## src/rtl/keypad_pkg.sv

```systemverilog
// Shared types and constants for the keypad entry / two-digit display scheduler.
package keypad_pkg;

  typedef enum logic [1:0] {
    SHOW_R   = 2'd0,
    BLANK_RL = 2'd1,
    SHOW_L   = 2'd2,
    BLANK_LR = 2'd3
  } sched_state_t;

  localparam logic [1:0] ANODE_OFF = 2'b11;

  // Indexed by {row_idx, col_idx}; entry 0 is r0c0.
  localparam logic [15:0][3:0] KEY_MAP = {
    4'hD, 4'hF, 4'h0, 4'hE,
    4'hC, 4'h9, 4'h8, 4'h7,
    4'hB, 4'h6, 4'h5, 4'h4,
    4'hA, 4'h3, 4'h2, 4'h1
  };

  function automatic logic is_onehot4(input logic [3:0] v);
    return (v != 4'd0) && ((v & (v - 4'd1)) == 4'd0);
  endfunction

  function automatic logic [1:0] onehot_idx(input logic [3:0] v);
    logic [1:0] idx;
    idx = 2'd0;
    case (v)
      4'b0010: idx = 2'd1;
      4'b0100: idx = 2'd2;
      4'b1000: idx = 2'd3;
      default: idx = 2'd0;
    endcase
    return idx;
  endfunction

endpackage

```

## src/rtl/keypad_decode.sv

```systemverilog
// Row/column one-hot key code to hex digit; valid only for a single clean key.
module keypad_decode
  import keypad_pkg::*;
(
  input  logic [7:0] rc,
  output logic [3:0] hex,
  output logic       valid
);

  assign valid = is_onehot4(rc[7:4]) && is_onehot4(rc[3:0]);
  assign hex   = KEY_MAP[{onehot_idx(rc[7:4]), onehot_idx(rc[3:0])}];

endmodule

```

## src/rtl/keypad_display_sched.sv

```systemverilog
// Two-digit key history plus a time-multiplexed display scheduler with
// blanking dead-time between digits.
module keypad_display_sched
  import keypad_pkg::*;
#(
  parameter int REFRESH_COUNT = 24000,
  parameter int BLANK_COUNT   = 480,
  parameter int CNT_W         = 15
) (
  input  logic       clk,
  input  logic       reset,
  input  logic       key_valid,
  input  logic [7:0] key_rc,
  output logic [3:0] seg_digit,
  output logic [1:0] anode,
  output logic       new_key,
  output logic       key_err
);

  sched_state_t state_q, state_d;
  logic [CNT_W-1:0] cnt_q, cnt_d;
  logic [3:0] left_dig_q, left_dig_d, right_dig_q, right_dig_d;
  logic left_v_q, left_v_d, right_v_q, right_v_d;
  logic [3:0] seg_q, seg_d;
  logic [1:0] anode_q, anode_d;
  logic new_key_q, key_err_q;
  logic [3:0] dec_hex;
  logic dec_valid, last;

  keypad_decode u_dec (
    .rc   (key_rc),
    .hex  (dec_hex),
    .valid(dec_valid)
  );

  always_comb begin
    if (state_q == SHOW_R || state_q == SHOW_L)
      last = (cnt_q == CNT_W'(REFRESH_COUNT - 1));
    else
      last = (cnt_q == CNT_W'(BLANK_COUNT - 1));
    cnt_d   = last ? '0 : cnt_q + CNT_W'(1);
    state_d = state_q;
    if (last) begin
      case (state_q)
        SHOW_R:   state_d = BLANK_RL;
        BLANK_RL: state_d = SHOW_L;
        SHOW_L:   state_d = BLANK_LR;
        default:  state_d = SHOW_R;
      endcase
    end

    left_dig_d  = left_dig_q;
    left_v_d    = left_v_q;
    right_dig_d = right_dig_q;
    right_v_d   = right_v_q;
    if (key_valid && dec_valid) begin
      left_dig_d  = right_dig_q;
      left_v_d    = right_v_q;
      right_dig_d = dec_hex;
      right_v_d   = 1'b1;
    end

    // Outputs are built from next state and next history so digit value and
    // anode move together on one edge and a new key shows up immediately.
    seg_d   = seg_q;
    anode_d = ANODE_OFF;
    case (state_d)
      SHOW_R: begin
        seg_d   = right_dig_d;
        anode_d = right_v_d ? 2'b10 : ANODE_OFF;
      end
      SHOW_L: begin
        seg_d   = left_dig_d;
        anode_d = left_v_d ? 2'b01 : ANODE_OFF;
      end
      default: ;
    endcase
  end

  always_ff @(posedge clk) begin
    if (reset) begin
      state_q     <= SHOW_R;
      cnt_q       <= '0;
      left_dig_q  <= 4'd0;
      right_dig_q <= 4'd0;
      left_v_q    <= 1'b0;
      right_v_q   <= 1'b0;
      seg_q       <= 4'd0;
      anode_q     <= ANODE_OFF;
      new_key_q   <= 1'b0;
      key_err_q   <= 1'b0;
    end else begin
      state_q     <= state_d;
      cnt_q       <= cnt_d;
      left_dig_q  <= left_dig_d;
      right_dig_q <= right_dig_d;
      left_v_q    <= left_v_d;
      right_v_q   <= right_v_d;
      seg_q       <= seg_d;
      anode_q     <= anode_d;
      new_key_q   <= key_valid && dec_valid;
      key_err_q   <= key_valid && !dec_valid;
    end
  end

  assign seg_digit = seg_q;
  assign anode     = anode_q;
  assign new_key   = new_key_q;
  assign key_err   = key_err_q;

endmodule

```

## config.mk

```make
export PLATFORM = sky130hd
export DESIGN_NAME = keypad_display_sched
export DESIGN_NICKNAME = d
export VERILOG_FILES = /design/src/rtl/keypad_pkg.sv /design/src/rtl/keypad_decode.sv /design/src/rtl/keypad_display_sched.sv
export SDC_FILE = /design/constraint.sdc
export NUM_CORES = 1
export LEC_CHECK = 0
export ABC_AREA = 1
export CORE_ASPECT_RATIO = 0.7
export CORE_MARGIN = 4
export CORE_UTILIZATION = 55
export DETAILED_ROUTE_END_ITERATION = 8
export PLACE_DENSITY = 0.77
export SLEW_MARGIN = 20
export SYNTH_ARGS = -nofsm -noshare
export SYNTH_HDL_FRONTEND = slang
export SYNTH_HIERARCHICAL = 1
export SYNTH_SLANG_ARGS = --single-unit
```

## constraint.sdc

```tcl
create_clock -name clk -period 4.6 [get_ports clk]
set_input_delay 0.69 -clock clk [delete_from_list [all_inputs] [get_ports clk]]
set_output_delay 0.69 -clock clk [all_outputs]
set_load 0.005 [all_outputs]
```

* Word level (Yosys, flattened, before mapping)
Memory sizes are Yosys's and may differ from the RTL's.
Cells that the tools add are included.
** Word-level totals
- Bits in registers :: 35
- Bits in read-only memories :: 64
- Memories :: 1
** Cells by class
- Add/sub/neg operators :: 3
- Magnitude comparators :: 1
- Equality and inequality tests :: 11
- Multiplexer cells :: 14
- Bitwise logic cells :: 2
- Reductions and logical operators :: 15
** Memories
- (no name shown) :: words 16, bits a word 4, read ports 1, clocked after memory_dff 0, write ports 0, line keypad_decode.sv:11 : assign hex = KEY_MAP[{onehot_idx(rc[7:4]), onehot_idx(rc[3:0])}];
** Operators with widths (number)
- $pmux 2 s3 :: 3
- $add 15x1->15 const B :: 1
- $eq 15x15->1 const B :: 1
- $eq 15x9->1 const B :: 1
- $mux 4 :: 3
- $and 4x4->4 :: 2
- $eq 4x2->1 const B :: 2
- $eq 4x3->1 const B :: 2
- $eq 4x4->1 const B :: 2
- $logic_not 4->1 :: 2
- $pmux 4 s2 :: 1
- $reduce_bool 4->1 :: 2
- $sub 4x1->4 const B :: 2
- $logic_and 1x1->1 :: 5
- $lt 4x5->1 const B :: 1
- $eq 2x2->1 const B :: 2
- $logic_not 2->1 :: 2
- $mux 1 :: 4
- $mux 2 :: 2
- $pmux 2 s2 :: 1
- $eq 2x1->1 const B :: 1
- $reduce_bool 2->1 :: 1
- $reduce_or 2->1 :: 1
- $logic_not 1->1 :: 1
- $logic_or 1x1->1 :: 1

* Logic depth before layout (Yosys ltp)
Gate-level depths: netlist of the first run.
- Depth in word-level cells :: 9
- Mapped depth :: 17
- Mapped depth without buffers :: 17

* By module
Netlist of the first run, hierarchy kept.
** By module, submodules not included
- keypad_display_sched :: times used 1, cells each 212, area an instance 1627.8 um^2, sequential area each 700.7 um^2
- keypad_decode :: times used 1, cells each 62, area an instance 351.6 um^2, sequential area each 0.0 um^2

* Least setup slack after synthesis of the first run
OpenSTA, ideal clock, no wires.
- Kind :: input-to-reg
- Start :: input port key_rc[1]
- End :: register seg_q[2] (netlist: seg_digit[2])
- Arrival time :: 2.076 ns
- Data required time :: 4.491 ns
- Path slack :: 2.415 ns
- Cell stages on the path :: 15
- Buffers on the path :: 0
- Cells stage by stage :: nor2_2 nand2_1 nor2_8 inv_1 ha_1 nand3_1 nand2_1 nand2_1 nand2_1 o21ai_0 inv_1 nand3_1 nand3_1 nand2_1 inv_1
** Between the ends
- Elaborated cells between the ends (all ways) :: 16
- Classes of those cells :: add/sub (1); eq/ne (3); mux (5); bitwise (1); reduce/logical (5); memory (1)
** RTL lines
- start, declared :: line keypad_display_sched.sv:13 : input logic [7:0] key_rc,
- $eq 4x4->1 (tied with other cells) :: line keypad_pkg.sv:28 : case (v)
- $pmux 2 s3 (*) :: line keypad_pkg.sv:28
- $mem_v2 16x4 (*)
- $mux 4 (implied by the code) (*) :: line keypad_decode.sv:11
- via dec_hex[2] :: line keypad_display_sched.sv:27 : logic [3:0] dec_hex;
- $mux 4 (*) :: line keypad_display_sched.sv:56 : if (key_valid && dec_valid) begin
- $pmux 4 s2 (*) :: line keypad_display_sched.sv:67 : case (state_d)
- end signal, assigned :: line keypad_display_sched.sv:99 : seg_q <= seg_d;
- end, declared :: line keypad_display_sched.sv:24 : logic [3:0] seg_q, seg_d;
The timed path passes the listed nets; every way through them passes the cells marked *. The select of a mux whose other input is x is not followed.
A chain may end at the register's enable or synchronous reset.

* Final worst setup path of the first run
- Start :: input port key_rc[4]
- End :: register seg_q[2] (netlist: seg_digit[2])
** Between the ends
- Word-level cells in the longest chain between the ends :: 8
- Elaborated cells between the ends (all ways) :: 16
- Classes of those cells :: add/sub (1); eq/ne (3); mux (5); bitwise (1); reduce/logical (5); memory (1)
** Ends and longest elaborated chain
- $sub 4x1->4 :: line keypad_pkg.sv:22 : return (v != 4'd0) && ((v & (v - 4'd1)) == 4'd0);
- $and 4x4->4 :: line keypad_pkg.sv:22
- $logic_not 4->1 :: line keypad_pkg.sv:22
- $logic_and 1x1->1 (*) :: line keypad_pkg.sv:22
- $logic_and 1x1->1 (*) :: line keypad_decode.sv:10 : assign valid = is_onehot4(rc[7:4]) && is_onehot4(rc[3:0]);
- via dec_valid :: line keypad_display_sched.sv:28 : logic dec_valid, last;
- $logic_and 1x1->1 (*) :: line keypad_display_sched.sv:56
- $mux 4 :: line keypad_display_sched.sv:56
- $pmux 4 s2 (*) :: line keypad_display_sched.sv:67
Marked as above.

==> reports/results.ini, run 1 <==
[setup_path]
r2r-start = state_q[0]$_SDFF_PP0_
rrSetupSlack_ns = 2.77
crit_path_max_incr_delay_ns = 0.45
arrival_ns = 3.03
path_class = in2reg
worstSetupEndpointType = flip-flop
crit_slowest_cell = clkdlybuf4s50_1
r2r-end = seg_digit[0]$_SDFFE_PP0N_
cp.required_ns = 4.79
cp_top_family = simple AND/OR/NAND/NOR gates
crit_chain = clkdlybuf4s50_1, nor2_2, xnor2_1, nor3b_1, nand2_1, clkinv_1, or2_2, o21ai_0, inv_1, nand3_1, nand3_1, nand2_1, inv_1
setup.worst_path.start = key_rc[4]
start_kind = primary input
critPathBufInv = 4
crit_path_end = seg_digit[2]$_SDFFE_PP0N_
rr_worst_depth = 9
crit_path_max_fanout = 11
path_depth = 13

[yosys]
synth_edf_count = 0
synth-seq-cells = 35
async_flop_share_pct = 0
ys_seq_area_share_pct = 35.4
synth_cell_type_count = 36
yosysWarningCount = 6
syn-num-nets = 294
ys_top_cells_by_area = dfxtp_1, nand2_1, ha_1
yosys_most_used_dff = dfxtp_1
synth_top_area_cell = dfxtp_1
syn_area_um2 = 1980
synth_area_per_cell_um2 = 7.22
netlist_instances = 274
synth_top_area_share_pct = 35.4

[detailed_routing]
drtPass1Iterations = 4
num_vias = 1756
drc_errors = 0
routed_via_density = 5.12
antenna_left = 0
drtIter0Drc = 101
drt-wirelength-per-cell_um = 12.1
wirelength_um = 4160

[clock_network]
cts_tree = built
cts_max_level = 2
ctsHoldBuffers = 0
clk_pin_slew_worst_paths_ns = 0.07
clk_latency_ns = 0.29
cts_root_buf = clkbuf_8
cts_sinks = 35
post-cts-setup-buffers = 0
cts_buffers = 5
max-clock-path-buffers = 2
cts-resized-gates = 0

[sta]
maxSlewViolCount = 0
hold_viol = 0
setup_viol = 0
rsz0062_at_grt = no
fin_crit_ns = 2.84
tightest_slew_ns = 0.499
final.setup.tns_ns = 0
max_slew_margin_pct = 66.6
finalCritPeriodShare_pct = 61.7
clock_skew_ns = 0.00888
fin_hold_ws_ns = 0.478
clock.fmax_mhz = 352

[finish]
stdcell_area_um2 = 2290
n_antenna_cell = 0
final_common_cell = nand2_1
synthToLayoutAreaGrowth_pct = 15.7
nNetsFinal = 316
drive_above_1_share_pct = 15.2
fin_cells = 343
final_cell_mix = nand2_1, dfxtp_1, nor2_1

[die]
die_h_um = 58.2
pin_count = 19
initial_core_util_pct = 60.0
placementRows = 17
core_area_um2 = 3300
fp.dieW_um = 79.7
dieArea_um2 = 4640

[power_and_ir_drop]
cellPowerDensity_nw_per_um2 = 259
pwr-share-seq_pct = 52.6
internal_power_w = 0.000451
p_leak_nw = 0.974
switching_share_pct = 24.0
finalPower_w = 0.000594
switching_power_w = 0.000143
p_clk_share_pct = 37.9
combPwrFrac_pct = 9.5
peakVddDrop_mv = 0.193

[placement]
gp_congestion = 0.841
io_buffers = 18
postPlaceCellArea_um2 = 2200
dp_hpwl_um = 3100
placed_cells = 336

[status]
status = completed

[grt]
grt_start_max_net_pins = 15
overflow = 0
track_usage_pct = 20.2
grt_pass1_wl_um = 7200
antenna_found_initial = 0
grt_pass1_vias = 1530

[min_path]
min-delay-path-class = reg2reg
min-delay-start = right_v_q$_SDFF_PP0_

[run]
cap_violations = 0

[sequential cells by signal (all words and copies together), names as in the netlist]
signal and cells:
anode 2, cnt_q 15, key_err 1, left_dig_q 4, left_v_q 1, new_key 1
right_dig_q 4, right_v_q 1, seg_digit 4, state_q 2
[worst reg2reg max path, cell delays in order, from the launching register on]
cell and delay, ns:
dfxtp_1 0.47, inv_2 0.12, ha_1 0.22, o21bai_1 0.26, nand4_2 0.18, nand2_4 0.14
inv_4 0.06, nor2_2 0.17, nand2_1 0.09, nand3_1 0.08
[power groups by stage]
stage / combinational (W) / clock [W] / sequential [W]
final: 0.0000562 / 0.000225 / 0.000313
after floorplan: 0.0000345 / 0 / 0.000319
after CTS: 0.0000561 / 0.000230 / 0.000313
after global routing: 0.0000628 / 0.000244 / 0.000313
after detailed placement: 0.0000555 / 0 / 0.000320
after global placement: 0.0000545 / 0 / 0.000319
[logic make-up (layout without fill, tap and decap cells)]
| logic type | Yosys count | after routing | share of synthesized area, % |
|---|---|---|---|
| buf+inv | 38 | 60 | 7.52 |
| compound gates | 29 | 29 | 8.22 |
| fa+ha+maj | 9 | 9 | 5.69 |
| xor+xnor | 4 | 4 | 1.77 |
| flops | 35 | 35 | 35.4 |
| simple gates | 159 | 159 | 41.4 |
[worst min-delay path by stage]
stage / cells after the start / to
after floorplan: 1 / cnt_q[0]$_SDFF_PP0_
after detailed placement: 1 / cnt_q[0]$_SDFF_PP0_
after global routing: 1 / cnt_q[0]$_SDFF_PP0_
after global placement: 1 / cnt_q[0]$_SDFF_PP0_
after CTS: 2 / left_v_q$_SDFF_PP0_
final: 2 / left_v_q$_SDFF_PP0_
[synthesized netlist by cell type (all sizes together), types with 2 or more instances]
master / number
a21oi: 14
nor3: 4
nand2: 69
nor2: 43
inv: 34
or2: 4
dfxtp: 35
clkbuf: 2
nand3b: 4
nor3b: 3
a211oi: 3
nand3: 23
o21a: 2
nand4: 7
ha: 9
o21ai: 8
xnor2: 3
[metrics by stage]
| step | util, % | setup WS (ns) |
|---|---|---|
| floorplan | - | 2.42 |
| global placement | 66.8 | 1.68 |
| detailed placement | 66.8 | 1.56 |
| CTS | 69.5 | 1.79 |
| global route | 69.5 | 1.53 |
| finish | 69.5 | 1.76 |
[area by class of cell]
type                            count  area [um^2]
Clock inverter                      1         5.00
Timing Repair Buffer               18          180
Fill cell                         283         1010
Clock buffer                        6         82.6
Tap cell                           47         58.8
Sequential cell                    35          701
Inverter                           35          134
Multi-Input combinational cell    201         1130
[routing by layer]
layer	wire length [um]	share of wire (%)	global-route usage, %	vias to the layer above
li1	-	-	-	929
met1	2260	54	31.0	768
met2	1530	37	25.7	47
met3	281	6.8	5.75	12
met4	89	2.1	8.09	0
met5	0	0	0	-
(Power assumes the default switching activity.)
==> run 2, diff against run 1 <==
CORE_UTILIZATION = 51   (was 55)
PLACE_DENSITY = 0.75   (was 0.77)
clock period = 2.4 ns   (was 4.6 ns; I/O delays follow)
==> reports/results.ini, run 2 (synthesis gave the netlist of run 1 again) <==
[status]
status = completed

[detailed_routing]
drt-wirelength-per-cell_um = 12.1  ; -0.38%
routed_via_density = 5.01  ; -2.1%
antenna_left = 0  ; unchanged
drtPass1Iterations = 4  ; unchanged
num_vias = 1779  ; +1.3%
wirelength_um = 4290  ; +3.1%
drtIter0Drc = 148  ; +47%
drc_errors = 0  ; unchanged

[setup_path]
crit_chain = clkdlybuf4s50_1, inv_1, nand2_1, nand2_1, nor2_8, inv_1, ha_1, nand3_1, nand2_1, nand2_1, nand2_1, o21ai_1, inv_1, nand3_1, nand3_1, nand2_1, inv_1
crit_path_max_fanout = 4  ; -7
crit_path_max_incr_delay_ns = 0.52  ; +0.07 ns
critPathBufInv = 5  ; +1
arrival_ns = 2.42  ; -0.61 ns
crit_top_cell = nand2_1
cp_top_family = simple AND/OR/NAND/NOR gates
crit_slowest_cell = clkdlybuf4s50_1
path_class = in2reg
worstSetupEndpointType = flip-flop
start_kind = primary input
cp.required_ns = 2.58  ; -2.21 ns

[clock_network]
clk_pin_slew_worst_paths_ns = 0.07  ; about the same
clk_latency_ns = 0.28  ; about the same
cts_tree = built
cts_sinks = 35  ; unchanged
cts-resized-gates = 0  ; unchanged
cts_buffers = 5  ; unchanged
cts_root_buf = clkbuf_8
max-clock-path-buffers = 2  ; unchanged
ctsHoldBuffers = 0  ; unchanged
post-cts-setup-buffers = 0  ; unchanged
cts_max_level = 2  ; unchanged

[finish]
nNetsFinal = 325  ; +2.8%
final_cell_mix = nand2_1, dfxtp_1, nor2_1
fillCellCount = 318  ; +12%
largest_reg_flops = 15  ; unchanged
final_common_cell = nand2_1
drive_above_1_share_pct = 17.7  ; +2.5 points
fin_util_pct = 65.7  ; -3.8 points
regMostFlops = cnt_q
synthToLayoutAreaGrowth_pct = 20.3
n_antenna_cell = 0  ; unchanged

[power_and_ir_drop]
peakVddDrop_mv = 0.302  ; +56%
p_leak_nw = 1.02  ; +4.9%
cellPowerDensity_nw_per_um2 = 516  ; +99%

[die]
dieArea_um2 = 4960  ; +6.9%
placementRows = 18  ; +1
die_h_um = 60.1  ; +3.3%
pin_count = 19  ; unchanged
core_area_um2 = 3630  ; +10%
fp.dieW_um = 82.5  ; +3.5%
initial_core_util_pct = 54.6  ; -5.4 points

[sta]
setup_slack_ns = 0.161  ; -1.60 ns
finalCritPeriodShare_pct = 93.3
hold_viol = 0  ; unchanged
maxSlewViolCount = 0  ; unchanged
rsz0062_at_grt = no
tightest_slew_ns = 0.509  ; +0.0100 ns
clock.fmax_mhz = 447
fin_crit_ns = 2.24
setup_viol = 0  ; unchanged
max_slew_margin_pct = 66.0  ; -0.67 points
clock_skew_ns = 0.00521  ; -0.00367 ns

[grt]
grt_start_max_net_pins = 15  ; unchanged
grt_pass1_vias = 1498  ; -2.1%
antenna_found_initial = 0  ; unchanged
grt_pass1_wl_um = 7090  ; -1.6%
overflow = 0  ; unchanged
track_usage_pct = 18.9  ; -1.3 points

[placement]
gp_congestion = 0.880  ; +4.6%
dp_hpwl_um = 3310  ; +6.7%
pre_cts_ws_ns = -0.122  ; -1.68 ns
io_buffers = 18  ; unchanged

[run]
cap_violations = 0  ; unchanged

[min_path]
min-delay-path-class = reg2reg

==> run 2: cell count changes in the layout (fill, tap and decap cells not counted), sizes merged <==
cell,delta
bufinv,+1
clkbuf,-1
clkinv,-1
clkinvlp,+1
buf,+9
==> run 2: through the flow <==
stage	hold slack, ns	TNS [ns]	power [W]	std cells	instance area (um^2)
after floorplan	0.440	0	0.000678	274	1980
after global placement	0.455	0	0.000728	348	2270
after detailed placement	0.462	-0.151	0.000730	348	2270
after CTS	0.480	0	0.00124	355	2380
after global routing	0.503	0	0.00128	355	2380
final	0.482	0	0.00123	355	2380
==> run 2: power breakdown <==
part | leakage, nW | internal [W] | total (W) | switching [W]
clock | 0.0502 | 0.000303 | 0.000510 | 0.000206
sequential | 0.283 | 0.000592 | 0.000599 | 0.00000709
combinational | 0.688 | 0.0000560 | 0.000119 | 0.0000629
total | 1.02 | 0.000952 | 0.00123 | 0.000276
==> run 2: worst min-delay path, stage by stage, from the launching register on <==
cell and delay, ns:
dfxtp_1 0.31, inv_1 0.06, a21oi_1 0.07
==> run 2: worst paths after layout <==
check                             from                         to  depth (start not counted)  slack, ns
min reg2reg  right_dig_q[0]$_SDFF_PP0_   left_dig_q[0]$_SDFF_PP0_                          2       0.48
max                          key_rc[3]  seg_digit[2]$_SDFFE_PP0N_                         17       0.16
min          right_dig_q[0]$_SDFF_PP0_   left_dig_q[0]$_SDFF_PP0_                          2       0.48
max reg2reg        cnt_q[0]$_SDFF_PP0_        cnt_q[8]$_SDFF_PP0_                          7       0.57
==> run 2: final cells by class <==
cell class | count | area, um^2 | area share (%)
multi-input combinational | 201 | 1130 | 47.5
clock inverter | 2 | 37.5 | 1.58
inverter | 35 | 134 | 5.62
tap | 50 | 62.6 | 2.63
sequential | 35 | 701 | 29.4
clock buffer | 5 | 68.8 | 2.89
timing repair buffer | 27 | 248 | 10.4
==> run 2: routing by layer <==
layer | routed length, um | vias to the layer above | global-route usage [%] | part of all wire, %
li1 | - | 948 | - | -
met1 | 2290 | 784 | 30.5 | 53
met2 | 1700 | 45 | 24.2 | 40
met3 | 279 | 2 | 4.52 | 6.5
met4 | 18 | 0 | 4.27 | 0.42
met5 | 0 | - | 0 | 0
